==> src/rtl/sram_arbiter.sv <==
// Two-port (A/B) round-robin arbiter onto a single-port SRAM, with a full-memory zero-fill engine.
// Write ack 2 cycles after grant-sample, read ack 3 cycles; requesters wait (Req held) while busy or clearing.
module sram_arbiter (
    input  logic        Clk,
    input  logic        Rst,
    input  logic        A_Req,
    input  logic        A_Rw,
    input  logic [14:0] A_Addr,
    input  logic [7:0]  A_Wdata,
    output logic        A_Ack,
    output logic [7:0]  A_Rdata,
    input  logic        B_Req,
    input  logic        B_Rw,
    input  logic [14:0] B_Addr,
    input  logic [7:0]  B_Wdata,
    output logic        B_Ack,
    output logic [7:0]  B_Rdata,
    input  logic        Clr_start,
    output logic        Clr_busy,
    output logic        Clr_done,
    output logic        Sram_En,
    output logic        Sram_Rw,
    output logic [14:0] Sram_Addr,
    output logic [7:0]  Sram_Data_in,
    input  logic [7:0]  Sram_Data_out
);

    typedef enum logic [2:0] {
        IDLE,
        ACCESS,
        RWAIT,
        DONE,
        CLEAR
    } state_t;

    localparam logic [14:0] LAST_ADDR = 15'h7FFF;

    state_t      r_state, w_state_nxt;
    logic        r_sel_b, w_sel_b;
    logic        r_last_b, w_last_b;
    logic [14:0] r_cnt, w_cnt;
    logic        r_clr_pend, w_clr_pend;
    logic        r_clr_busy, w_clr_busy;
    logic        r_clr_done, w_clr_done;
    logic        r_sram_en, w_sram_en;
    logic        r_sram_rw, w_sram_rw;
    logic [14:0] r_sram_addr, w_sram_addr;
    logic [7:0]  r_sram_din, w_sram_din;
    logic        r_a_ack, w_a_ack;
    logic        r_b_ack, w_b_ack;
    logic [7:0]  r_a_rdata, w_a_rdata;
    logic [7:0]  r_b_rdata, w_b_rdata;
    logic        w_clr_req;

    // A clear request arriving while already clearing is dropped.
    assign w_clr_req = Clr_start && (r_state != CLEAR);

    always_ff @(posedge Clk) begin
        if (Rst) r_state <= IDLE;
        else     r_state <= w_state_nxt;
    end

    always_comb begin
        w_state_nxt = r_state;
        w_sel_b     = r_sel_b;
        w_last_b    = r_last_b;
        w_cnt       = r_cnt;
        w_clr_pend  = r_clr_pend | w_clr_req;
        w_clr_busy  = r_clr_busy | w_clr_req;
        w_clr_done  = 1'b0;
        w_sram_en   = 1'b0;
        w_sram_rw   = r_sram_rw;
        w_sram_addr = r_sram_addr;
        w_sram_din  = r_sram_din;
        w_a_ack     = 1'b0;
        w_b_ack     = 1'b0;
        w_a_rdata   = r_a_rdata;
        w_b_rdata   = r_b_rdata;
        case (r_state)
            IDLE: begin
                if (r_clr_pend) begin
                    w_state_nxt = CLEAR;
                    w_clr_pend  = 1'b0;
                    w_cnt       = 15'd0;
                    w_sram_en   = 1'b1;
                    w_sram_rw   = 1'b1;
                    w_sram_addr = 15'd0;
                    w_sram_din  = 8'd0;
                end else if (A_Req && (!B_Req || r_last_b)) begin
                    w_state_nxt = ACCESS;
                    w_sel_b     = 1'b0;
                    w_last_b    = 1'b0;
                    w_sram_en   = 1'b1;
                    w_sram_rw   = A_Rw;
                    w_sram_addr = A_Addr;
                    w_sram_din  = A_Wdata;
                end else if (B_Req) begin
                    w_state_nxt = ACCESS;
                    w_sel_b     = 1'b1;
                    w_last_b    = 1'b1;
                    w_sram_en   = 1'b1;
                    w_sram_rw   = B_Rw;
                    w_sram_addr = B_Addr;
                    w_sram_din  = B_Wdata;
                end
            end
            ACCESS: begin
                // Latched Rw in the SRAM control register selects the write/read path.
                if (r_sram_rw) begin
                    w_state_nxt = DONE;
                    w_a_ack     = !r_sel_b;
                    w_b_ack     = r_sel_b;
                end else begin
                    w_state_nxt = RWAIT;
                end
            end
            RWAIT: begin
                w_state_nxt = DONE;
                w_a_ack     = !r_sel_b;
                w_b_ack     = r_sel_b;
                if (r_sel_b) w_b_rdata = Sram_Data_out;
                else         w_a_rdata = Sram_Data_out;
            end
            DONE: begin
                w_state_nxt = IDLE;
            end
            CLEAR: begin
                if (r_cnt == LAST_ADDR) begin
                    w_state_nxt = IDLE;
                    w_cnt       = 15'd0;
                    w_clr_done  = 1'b1;
                    w_clr_busy  = 1'b0;
                end else begin
                    w_cnt       = r_cnt + 15'd1;
                    w_sram_en   = 1'b1;
                    w_sram_rw   = 1'b1;
                    w_sram_addr = r_cnt + 15'd1;
                    w_sram_din  = 8'd0;
                end
            end
            default: begin
                w_state_nxt = IDLE;
            end
        endcase
    end

    always_ff @(posedge Clk) begin
        if (Rst) begin
            r_sel_b     <= 1'b0;
            r_last_b    <= 1'b1;
            r_cnt       <= 15'd0;
            r_clr_pend  <= 1'b0;
            r_clr_busy  <= 1'b0;
            r_clr_done  <= 1'b0;
            r_sram_en   <= 1'b0;
            r_sram_rw   <= 1'b0;
            r_sram_addr <= 15'd0;
            r_sram_din  <= 8'd0;
            r_a_ack     <= 1'b0;
            r_b_ack     <= 1'b0;
            r_a_rdata   <= 8'd0;
            r_b_rdata   <= 8'd0;
        end else begin
            r_sel_b     <= w_sel_b;
            r_last_b    <= w_last_b;
            r_cnt       <= w_cnt;
            r_clr_pend  <= w_clr_pend;
            r_clr_busy  <= w_clr_busy;
            r_clr_done  <= w_clr_done;
            r_sram_en   <= w_sram_en;
            r_sram_rw   <= w_sram_rw;
            r_sram_addr <= w_sram_addr;
            r_sram_din  <= w_sram_din;
            r_a_ack     <= w_a_ack;
            r_b_ack     <= w_b_ack;
            r_a_rdata   <= w_a_rdata;
            r_b_rdata   <= w_b_rdata;
        end
    end

    assign A_Ack        = r_a_ack;
    assign B_Ack        = r_b_ack;
    assign A_Rdata      = r_a_rdata;
    assign B_Rdata      = r_b_rdata;
    assign Clr_busy     = r_clr_busy;
    assign Clr_done     = r_clr_done;
    assign Sram_En      = r_sram_en;
    assign Sram_Rw      = r_sram_rw;
    assign Sram_Addr    = r_sram_addr;
    assign Sram_Data_in = r_sram_din;

endmodule

==> config.mk <==
export PLATFORM = sky130hd
export DESIGN_NAME = sram_arbiter
export DESIGN_NICKNAME = d
export VERILOG_FILES = /design/src/rtl/sram_arbiter.sv
export SDC_FILE = /design/constraint.sdc
export NUM_CORES = 1
export LEC_CHECK = 0
export BUFFER_PORTS_ARGS = -buffer_cell sky130_fd_sc_hd__buf_4
export CAP_MARGIN = 20
export CORE_ASPECT_RATIO = 0.7
export CORE_UTILIZATION = 35
export DETAILED_ROUTE_END_ITERATION = 12
export PLACE_DENSITY_LB_ADDON = 0.15
export SLEW_MARGIN = 20
export SYNTH_ARGS = -nofsm -noshare
export SYNTH_HDL_FRONTEND = slang
export SYNTH_SLANG_ARGS = --single-unit
==> constraint.sdc <==
create_clock -name Clk -period 1.7 [get_ports Clk]
set_input_delay 0.34 -clock Clk [delete_from_list [all_inputs] [get_ports Clk]]
set_output_delay 0.34 -clock Clk [all_outputs]
set_load 0.05 [all_outputs]
### Yosys cells after proc, flatten, opt, wreduce, memory -nomap -nowiden

Index checks and enable logic that the tools add are counted.

* output and inout bits: 45
* register bits: 66
* logic and storage cells: 85
* input bits: 61

* equal/unequal tests: 9
* bitwise operators: 5
* reductions and logical operators: 15
* add/sub/neg operators: 1
* multiplexer cells: 40

Operators with widths (count)
* 2-to-1 mux 15 bit: 6
* case mux 15 bit (2 select lines): 2
* 2-to-1 mux 8 bit: 4
* 2-to-1 mux 1 bit: 18
* case mux 8 bit (2 select lines): 1
* adder 15 x 1 -> 15 bit, second input constant: 1
* equality test 15 bit, second input constant: 1
* 2-to-1 mux 3 bit: 4
* case mux 3 bit (4 select lines): 1
* case mux 1 bit (2 select lines): 4
* AND reduction 2 bit: 4
* != test 2 bit, second input constant: 3
* AND reduction 3 bit: 2
* != test 4 bit, second input constant: 1
* nonzero test 2 bit: 2
* equality test 3 x 1 -> 1 bit, second input constant: 1
* equality test 3 x 2 -> 1 bit, second input constant: 1
* equality test 3 bit, second input constant: 1
* zero test 3 bit: 1
* != test 3 bit, second input constant: 1
* inverter 1 bit: 3
* logical AND 1 bit: 2
* zero test 1 bit: 2
* OR 1 bit: 2
* other kinds (2): 2

### Longest topological paths before layout

Gate-level depths: netlist of run 1.

* word-level depth: 6
* depth in mapped cells: 9
* gate-level depth less buffers: 6

### Least setup slack after synthesis of run 1

Ideal clock, no wire load.

* path kind: reg-to-reg
* start point: reg r_cnt[0]
* end point: reg r_sram_addr[0], in the netlist Sram_Addr[0]
* setup slack: -104 ps
* path buffers: 1
* arrival: 1670 ps
* library setup time: 134 ps
* required time: 1566 ps
* stages on the path, launching flop included: 8
* period minus slack after synthesis: 1804 ps
* cell sequence: dfxtp_1 > ha_1 > and4_1 > nand3_1 > o21a_1 > buf_4 > nor3_1 > a211oi_1

* longest elaborated chain between the ends: 3
* elaborated cells on any way between the ends: 6
* classes of those cells: 1 x add/sub; 2 x eq/ne; 2 x mux; 1 x reduce/logical

Ends and longest elaborated chain
* start, declared: RTL line 41 `logic [14:0] r_cnt, w_cnt;`
* start signal, assigned: RTL line 166 `r_cnt <= w_cnt;`
* adder 15 x 1 -> 15 bit or equality test 15 bit (tied branches): RTL line 137, 128
* 2-to-1 mux 15 bit or != test 2 bit (tied branches)
* case mux 15 bit (2 select lines) or AND reduction 3 bit (tied branches)
* end signal, assigned: RTL line 172 `r_sram_addr <= w_sram_addr;`
* end, declared: RTL line 47 `logic [14:0] r_sram_addr, w_sram_addr;`

Several ways; a longest one is shown, not always the timed one. The select of a mux whose other input is x is not followed.
A chain may end at the register's enable or synchronous reset.

### Worst setup path in the final report of run 1

* start point: reg r_cnt[4]
* end point: reg r_sram_addr[11], in the netlist Sram_Addr[11]

The elaborated chain is that of the path after synthesis.

==> results of run 1 <==
-- worst max path at each step --
stage                     slack [ns]  cells past startpoint                           end
final                          0.004                      5    Sram_Addr[11]$_SDFFE_PP0P_
after global routing           -0.06                      6     Sram_Addr[7]$_SDFFE_PP0P_
after CTS                     -0.006                      6     Sram_Addr[7]$_SDFFE_PP0P_
after detailed placement       -0.05                      7  Sram_Data_in[4]$_SDFFE_PP0P_
after global placement         -0.02                      6    Sram_Addr[13]$_SDFFE_PP0P_
after floorplan                 0.03                      7     Sram_Addr[0]$_SDFFE_PP0P_
-- layer usage --
layer | vias up | global-route usage
met4 | 0 | 0.0548
met1 | 1547 | 0.299
met3 | 7 | 0.0570
met2 | 143 | 0.287
met5 | - | 0
li1 | 1626 | -
-- registers in the layout, indices dropped and copies added, names as in the netlist --
name / cells
Sram_En: 1
Clr_done: 1
A_Ack: 1
r_sel_b: 1
r_clr_pend: 1
r_cnt: 15
r_state: 3
Sram_Data_in: 8
A_Rdata: 8
r_last_b: 1
Clr_busy: 1
Sram_Addr: 15
B_Rdata: 8
B_Ack: 1
Sram_Rw: 1
-- report_power, final --
part           switching [mW]  total (mW)  internal (mW)
clock                   0.685        1.97           1.28
sequential              0.238        2.14           1.90
combinational            2.39        3.88           1.50
-- cell families (layout without fill, tap and decap cells) --
logic type / Yosys count / in the layout / share of synthesized area
fa+ha+maj: 1 / 1 / 0.00381
flops: 66 / 66 / 0.402
xor+xnor: 13 / 13 / 0.0370
simple gates: 134 / 135 / 0.212
mux: 32 / 32 / 0.103
buf+inv: 34 / 180 / 0.0583
compound gates: 84 / 84 / 0.184
-- placed cells by master, fill, tap and decap left out, types with 3 or more instances in the layout --
cell / synthesis / layout
buf_4: 4 / 150
dfxtp_1: 66 / 56
nand2_1: 32 / 32
a21oi_1: 31 / 30
nor2_1: 26 / 24
nor3_1: 29 / 23
mux2i_1: 17 / 17
mux2_2: 15 / 15
nand3_1: 15 / 14
a211oi_1: 12 / 12
clkbuf_16: 0 / 10
dfxtp_2: 0 / 9
or4_1: 8 / 7
a22oi_1: 7 / 7
nor3_2: 0 / 6
o21ai_0: 6 / 6
a311oi_1: 6 / 6
xor2_1: 7 / 5
a222oi_1: 5 / 5
buf_12: 0 / 5
inv_1: 4 / 4
xnor2_1: 5 / 4
buf_6: 5 / 4
nor2_2: 1 / 3
-- Yosys cell counts, types with 2 or more instances --
library cell  count
a211oi_1         12
a21oi_1          31
a222oi_1          5
a22oi_1           7
a311oi_1          6
a32oi_1           2
buf_2             8
buf_4             4
buf_6             5
clkbuf_1         12
dfxtp_1          66
inv_1             4
mux2_2           15
mux2i_1          17
nand2_1          32
nand3_1          15
nand3b_1          2
nand4_1           2
nor2_1           26
nor3_1           29
nor4_1            3
o211a_1           2
o21ai_0           6
o21ai_4           2
o31a_1            2
or3_1             2
or4_1             8
xnor2_1           5
xor2_1            7
-- worst max-delay path: cells and delay by family, from the launching register on --
kind	cells	cell delay (ns)
AOI/OAI and AO/OA	2	0.30
xor gates and xnor gates	1	0.16
DFF	1	0.37
and+or+nand+nor	2	0.73
-- metrics by stage --
step           area [sq um]  hold WS, ns  cells
6_report               5030        0.252    635
5_1_grt                5030        0.269    635
4_1_cts                4850        0.251    628
3_5_place_dp           4470        0.450    608
3_3_place_gp           4470        0.444    608
2_1_floorplan          3300        0.444    364
-- repair_timing --
action	in CTS	in global routing
resized for setup	10	25
setup buffers	4	5
cloned	0	2
endpoints found under the setup margin	22	26
pin swaps	1	17
-- final cells by class --
cell class                 instances  area share
clock buffer                      11      0.0463
sequential                        66       0.266
clock inverter                     5      0.0157
timing repair buffer             160       0.258
inverter                           4     0.00299
multi-input combinational        265       0.380
tap                              124      0.0309
==> results.md, run 1 <==
- Status: finished clean
- Final Cycle Share: 0.998
- Post-synthesis cell area: 0.00328 sq mm
- Routed WL: 10,200 microns
- Post-route setup TNS: 0 ns
- Register area share after synthesis: 0.402
- Clock sinks: 66
- Worst-path clk slew: 0.06 ns
- Pleak: 2.12 nW
- TritonCTS Buffers: 9
- Yosys reg bits: 66
- Top cell type's share of synthesized area: 0.402
- Initial cell density of the core: 0.362
- CTS tree: yes
- Vias/cell: 5.23
- CP max-delay cell: or4_4
- Detail Route Antenna Nets: 0
- Port bufs: 105
- Hold-fix buffers, CTS: 0
- Post-synth ARST share: 0
- Worst-Skew Late Latency: 0.33 ns
- R2r setup slk: 0.004 ns
- Via count: 3,323
- Max Freq: 589 MHz
- Critical path, cell by cell: nand3_1, or4_4, xnor2_2, a22oi_1, a211oi_1
- Worst-path fanout max: 5
- CTS Buffer Depth: 2
- Power per cell area: 1590 mW/mm^2
- Dominant cells by area after synthesis: dfxtp_1 40%, mux2i_1 5.2%, mux2_2 5.1%
- Synth warnings: 0
- RSZ-0062 raised after global routing: true
- Synthesized area per cell: 9.02 sq um
- Htree depth: 3
- Worst Hold Endpoint: B_Rdata[5]$_SDFFE_PP0P_
- Critical Path Start: r_cnt[4]$_SDFFE_PP0P_
- CP startpoint kind: register
- Max-cap violations: 0
- Final worst slack: 0.00363 ns
- Core box area: 0.00907 sq mm
- Number of synthesized flops with an enable pin: 0
- Post-synthesis cell count: 364
- Top sig layer: met4
- Number of library cell types mapped by synthesis: 56
- First-pass GRT wire length: 15,800 microns
- GRT Resource Usage Total: 0.203
- Place WS: -0.0490 ns
- HP Start: Sram_Data_out[5]
- Worst Tran Pin Value: 0.566 ns
- Fin. max-slew vios: 0
- Register area: 0.00134 sq mm
- CP max stage delay: 0.55 ns
- Iteration-0 DRC Markers: 231
- Vias in the first global route: 3,085
- Reg2reg end: Sram_Addr[11]$_SDFFE_PP0P_
- Largest net degree at the start of global routing: 51
- Root Buffer: clkbuf_16
- IO Count: 106
- Ant. Diodes: 0
- Critical path endpoint category: register
- Crit Path Class: register to register
- GP Congestion: 0.811
- Max VDD drop: 0.000731 V
- Critical path arrival: 1.88 ns
- Commonest register cell after synthesis: dfxtp_1
- Iteration count of the initial detailed-routing pass: 5
- Cell taking the most area after synthesis: dfxtp_1
- Critical Path RT: 1.88 ns
- R2r worst-path depth: 5
- FP Rows: 29
- Die Height: 83.1 microns
- Final Hold Fails: 0
- Finish-stage setup viols: 0
- Cell count of the worst hold path: 3
- Multi-input gate area: 0.00191 sq mm
- Rel. slew slack: 0.623
- Avg WL per Cell: 16.1 microns
- Share of layout cells above drive strength 1: 0.462
- # DRC: 0
- Syn nets: 426
- Initial antenna violation count: 0
- Final-stage net count: 568
- Met2 wire length: 4280 microns
- Area added between synthesis and finish: 53.0%
- GRT overflow: 0
- Met1 Wirelength: 5030 microns
- Final Critical Period: 1.70 ns
- Die footprint: 0.00978 sq mm
- DIE WIDTH: 118 microns
- Met3 wire length: 858 microns
- # fillers: 870
- HPWL Detailed: 6970 microns
- Clock skew: 0.00778 ns
- Hold WC Path Type: input port to register
- Layout Utilization: 0.554
- Worst r2r src: r_cnt[4]$_SDFFE_PP0P_
- Pwr Total: 7.99 mW
Power figures use the tool's default switching activity.
==> inputs of run 2 (changes only) <==
Settings changed: PLACE_DENSITY_LB_ADDON 0.15 to default.
==> results.md, run 2 (synthesized netlist as in run 1, its figures left out) <==
- Max-cap violations: 0
- Final Critical Period: 1.66 ns
- Clock network power share: 0.229
- Die footprint: 0.00978 sq mm
- RSZ-0062 raised after global routing: true
- Root Buffer: clkbuf_16
- CP max-delay cell: or3_4
- First-pass GRT wire length: 15,000 microns
- Clock skew: 0.00560 ns
- Vias/cell: 5.25
- Die Height: 83.1 microns
- Area added between synthesis and finish: 50.3%
- CTS tree: yes
- Detail Route Antenna Nets: 0
- Crit Path Class: register to register
- HPWL Detailed: 6590 microns
- # DRC: 0
- R2r setup slk: 0.04 ns
- Switching Fraction: 0.422
- Critical path endpoint category: register
- Iteration-0 DRC Markers: 276
- Sequential share of power: 0.280
- R2r worst-path depth: 6
- Most frequent cells in the layout: 139 x buf_4, 56 x dfxtp_1, 32 x nand2_1
- Max Freq: 602 MHz
- Routed WL: 9550 microns
- Sw Pwr: 3.30 mW
- Via count: 3,283
- Ant. Diodes: 0
- # fillers: 842
- Final Hold Fails: 0
- Rel. slew slack: 0.485
- Commonest non-fill, non-tap cell in the layout: buf_4
- IO Count: 106
- CP delay by family, top: simple AND/OR/NAND/NOR gates
- HP Start: Sram_Data_out[5]
- Port bufs: 105
- Critical path, cell by cell: ha_4, nand4_1, or3_4, xnor2_1, a22oi_1, a211oi_1
- DIE WIDTH: 118 microns
- Hold WC Path Type: input port to register
- Initial antenna violation count: 0
- Worst r2r src: r_cnt[1]$_SDFFE_PP0P_
- CP startpoint kind: register
- Fin. max-slew vios: 0
- Pwr Total: 7.82 mW
- Iteration count of the initial detailed-routing pass: 7
- Final Cycle Share: 0.978
- CP max stage delay: 0.40 ns
- Max VDD drop: 0.000571 V
- FP Rows: 29
- Power per cell area: 1580 mW/mm^2
- Clock sinks: 66
- Pleak: 2.05 nW
- Comb pwr share: 0.490
- Layout Utilization: 0.544
- Worst-Skew Late Latency: 0.33 ns
- Final-stage net count: 558
- Worst Tran Pin Value: 0.767 ns
- CTS Buffer Depth: 2
- Share of layout cells above drive strength 1: 0.455
- Worst-path fanout max: 5
- Largest net degree at the start of global routing: 51
- Critical Path RT: 1.95 ns
- Reg2reg end: Sram_Addr[10]$_SDFFE_PP0P_
- Htree depth: 3
- Finish-stage setup viols: 0
- GRT Resource Usage Total: 0.192
- Worst Hold Endpoint: B_Rdata[5]$_SDFFE_PP0P_
- Initial cell density of the core: 0.362
- Worst-path clk slew: 0.05 ns
- Critical path arrival: 1.91 ns
- Power Internal: 4.52 mW
- Status: finished clean
- Hold-fix buffers, CTS: 0
- TritonCTS Buffers: 9
- Buf+Inv Stages, Crit Path: 0
- Avg WL per Cell: 15.3 microns
- GRT overflow: 0
- GP Congestion: 0.818
- Cell count of the worst hold path: 3
- Core box area: 0.00907 sq mm
- Vias in the first global route: 2,927
run 2: changes by cell type in the layout (fill, tap and decap cells not counted), sizes merged:
cell / delta
buf: -8
bufinv: -1
clkbuf: +1
clkinv: -1
nor2: -1
run 2: through the flow:
step	setup TNS [ns]	hold slack, ns	area [sq um]	instances	setup WS (ns)
after floorplan	0	0.444	3300	364	0.0275
after global placement	-0.0510	0.443	4420	603	-0.0125
after detailed placement	-0.914	0.453	4420	603	-0.0683
after CTS	-0.00153	0.246	4720	619	-0.00153
after global routing	-0.0950	0.245	4940	625	-0.0303
final	0	0.255	4940	625	0.0380
run 2: repair_timing:
item,CTS,global route
gates resized for setup,5,42
hold endpoints to repair,0,0
pin swaps,0,9
setup endpoints to repair,30,28
setup buffers,0,6
run 2: worst max path at each step:
stage | slack [ns] | from | end | depth (start not counted)
floorplan | 0.03 | r_cnt[0]$_SDFFE_PP0P_ | Sram_Addr[0]$_SDFFE_PP0P_ | 7
global placement | -0.01 | r_cnt[1]$_SDFFE_PP0P_ | Sram_Addr[11]$_SDFFE_PP0P_ | 7
detailed placement | -0.07 | r_cnt[1]$_SDFFE_PP0P_ | r_cnt[3]$_SDFFE_PP0P_ | 7
CTS | -0.002 | r_cnt[1]$_SDFFE_PP0P_ | r_cnt[3]$_SDFFE_PP0P_ | 7
global route | -0.03 | r_cnt[1]$_SDFFE_PP0P_ | Sram_Addr[10]$_SDFFE_PP0P_ | 6
finish | 0.04 | r_cnt[1]$_SDFFE_PP0P_ | Sram_Addr[10]$_SDFFE_PP0P_ | 6
run 2: layout make-up:
class                           count  area [sq um]  area share
Clock buffer                       13           240      0.0487
Multi-Input combinational cell    264          1940       0.392
Inverter                            4          15.0     0.00304
Clock inverter                      3          40.0     0.00811
Timing Repair Buffer              151          1220       0.247
Sequential cell                    66          1330       0.270
Tap cell                          124           155      0.0314
run 2: routing by layer:
layer  vias up  track usage  part of all wire
li1       1613            -                 -
met1      1526        0.268              0.48
met2       136        0.270              0.42
met3         8       0.0762             0.097
met4         0       0.0536            0.0044
met5         -            0                 0
run 2: power by group through the flow:
stage / registers [mW] / logic (mW) / clock network, mW
floorplan: 3.15 / 1.42 / 0
global placement: 2.17 / 3.56 / 0
detailed placement: 2.18 / 3.59 / 0
CTS: 2.15 / 3.60 / 1.83
global route: 2.24 / 4.08 / 1.91
finish: 2.19 / 3.83 / 1.79
run 2: worst register-to-register path, delay by kind of cell (launching register included):
family	cells	cell delay [ns]
and+or+nand+nor	2	0.56
DFF	1	0.36
xor gates and xnor gates	1	0.18
adders and majority gates	1	0.15
AOI/OAI and AO/OA	2	0.34
==> inputs of run 3 (changes only) <==
--- a/config.mk
+++ b/config.mk
@@ -11,4 +11,5 @@
 export CORE_UTILIZATION = 35
 export DETAILED_ROUTE_END_ITERATION = 12
+export SKIP_LAST_GASP = 1
 export SLEW_MARGIN = 20
 export SYNTH_ARGS = -nofsm -noshare
==> constraint.sdc (replaced) <==
create_clock -name Clk -period 1.9 [get_ports Clk]
set_input_delay 0.38 -clock Clk [delete_from_list [all_inputs] [get_ports Clk]]
set_output_delay 0.38 -clock Clk [all_outputs]
set_load 0.005 [all_outputs]
==> results.md, run 3 (synthesized netlist as in run 1, its figures left out) <==
- Status: finished clean
- Final Cycle Share: 0.931
- Sequential share of power: 0.342
- Comb pwr share: 0.398
- TritonCTS Buffers: 9
- Worst-Skew Late Latency: 0.33 ns
- CTS tree: yes
- Vias in the first global route: 2,971
- CTS Buffer Depth: 2
- GP Congestion: 0.794
- Iteration-0 DRC Markers: 253
- RSZ-0062 raised after global routing: false
- # DRC: 0
- HPWL Detailed: 6590 microns
- Max VDD drop: 0.000506 V
- Htree depth: 3
- Critical path, cell by cell: nand4_2, or2_1, o21a_1, buf_12, nor3_1, a211oi_1
- Critical path endpoint category: register
- Root Buffer: clkbuf_16
- Core box area: 0.00907 sq mm
- Avg WL per Cell: 15.3 microns
- Initial cell density of the core: 0.362
- Final Cell Area: 0.00464 sq mm
- IO Count: 106
- # fillers: 867
- Fin. max-slew vios: 0
- Commonest non-fill, non-tap cell in the layout: buf_4
- Iteration count of the initial detailed-routing pass: 7
- Vias/cell: 5.21
- Die Height: 83.1 microns
- Worst-path fanout max: 23
- Most frequent cells in the layout: 134 x buf_4, 66 x dfxtp_1, 32 x nand2_1
- Via count: 3,195
- FP Rows: 29
- Clock sinks: 66
- Final Critical Period: 1.77 ns
- DIE WIDTH: 118 microns
- Buf+Inv Stages, Crit Path: 1
- Detail Route Antenna Nets: 0
- Placed insts: 589
- Ant. Diodes: 0
- GRT overflow: 0
- CP max stage delay: 0.40 ns
- Critical Path RT: 2.10 ns
- Hold WC Path Type: input port to register
- Final Non-Filler Cells: 613
- Critical path arrival: 1.97 ns
- First-pass GRT wire length: 15,000 microns
- Rel. slew slack: 0.564
- Power per cell area: 1220 mW/mm^2
- Power Internal: 3.70 mW
- CP max-delay cell: dfxtp_1
- Pleak: 1.94 nW
- Largest net degree at the start of global routing: 36
- Final Hold Fails: 0
- Clock network power share: 0.260
- Die footprint: 0.00978 sq mm
- Share of layout cells above drive strength 1: 0.389
- Initial antenna violation count: 0
- Switching Fraction: 0.346
- Port bufs: 105
- Area added between synthesis and finish: 41.3%
- Max Freq: 565 MHz
- Fin Hold WS: 0.294 ns
- CP delay by family, top: simple AND/OR/NAND/NOR gates
- Final-stage net count: 546
- Max-cap violations: 0
- Worst-path clk slew: 0.05 ns
- Worst Tran Pin Value: 0.650 ns
- GRT Resource Usage Total: 0.191
- Finish-stage setup viols: 0
- Clock skew: 0.00409 ns
- Crit Path Class: register to register
- Post-DP Area: 0.00429 sq mm
- CP startpoint kind: register
- Sw Pwr: 1.96 mW
- Routed WL: 9400 microns
- Post-route setup TNS: 0 ns
==> run 3: cell types whose count changed in the layout (fill, tap and decap cells not counted), sizes merged <==
cell	previous run	this run
and2	2	3
buf	151	137
bufinv	1	0
clkbuf	13	12
clkinv	2	4
clkinvlp	0	1
==> run 3: worst paths after layout <==
check                          startpoint                        end  slack, ns  depth (start not counted)
hold / removal           Sram_Data_out[4]    B_Rdata[4]$_SDFFE_PP0P_       0.29                          3
setup / recovery    r_cnt[8]$_SDFFE_PP0P_  Sram_Addr[6]$_SDFFE_PP0P_       0.13                          6
hold reg to reg   A_Rdata[1]$_SDFFE_PP0P_    A_Rdata[1]$_SDFFE_PP0P_       0.46                          2
setup reg to reg    r_cnt[8]$_SDFFE_PP0P_  Sram_Addr[6]$_SDFFE_PP0P_       0.13                          6
==> run 3: metal layers <==
layer	part of all wire	up-vias	track usage
li1	-	1583	-
met1	0.49	1475	0.269
met2	0.40	126	0.268
met3	0.094	11	0.0721
met4	0.015	0	0.0559
met5	0	-	0
==> run 3: what timing repair did <==
item,in CTS,in global routing
buffers inserted,0,7
hold buffers,0,0
resized for setup,0,8
endpoints found under the setup margin,0,32
==> run 3: final cells by class <==
class	instances	area (sq um)	area share
clock buffer	11	233	0.0501
tap	124	155	0.0334
sequential	66	1320	0.285
inverter	4	15.0	0.00324
multi-input combinational	265	1810	0.391
timing repair buffer	138	1070	0.231
clock inverter	5	31.3	0.00674
==> run 3: power groups by stage <==
stage | clock network, mW | logic [mW] | registers (mW)
finish | 1.47 | 2.25 | 1.93
global placement | 0 | 2.13 | 1.95
detailed placement | 0 | 2.17 | 1.95
CTS | 1.51 | 2.17 | 1.93
global route | 1.57 | 2.48 | 1.98
floorplan | 0 | 1.27 | 1.93
==> run 3: worst min-delay path, stage by stage <==
cell     delay, ns
buf_4         0.08
mux2i_1       0.05
nor2_1        0.07
==> run 3: per-stage QoR <==
step / power (mW) / setup slack [ns] / util
final: 5.66 / 0.131 / 0.512
after global routing: 6.02 / 0.00951 / 0.512
after floorplan: 3.19 / 0.0963 / -
after CTS: 5.61 / 0.0349 / 0.502
after detailed placement: 4.12 / 0.0549 / 0.473
after global placement: 4.08 / 0.103 / 0.473
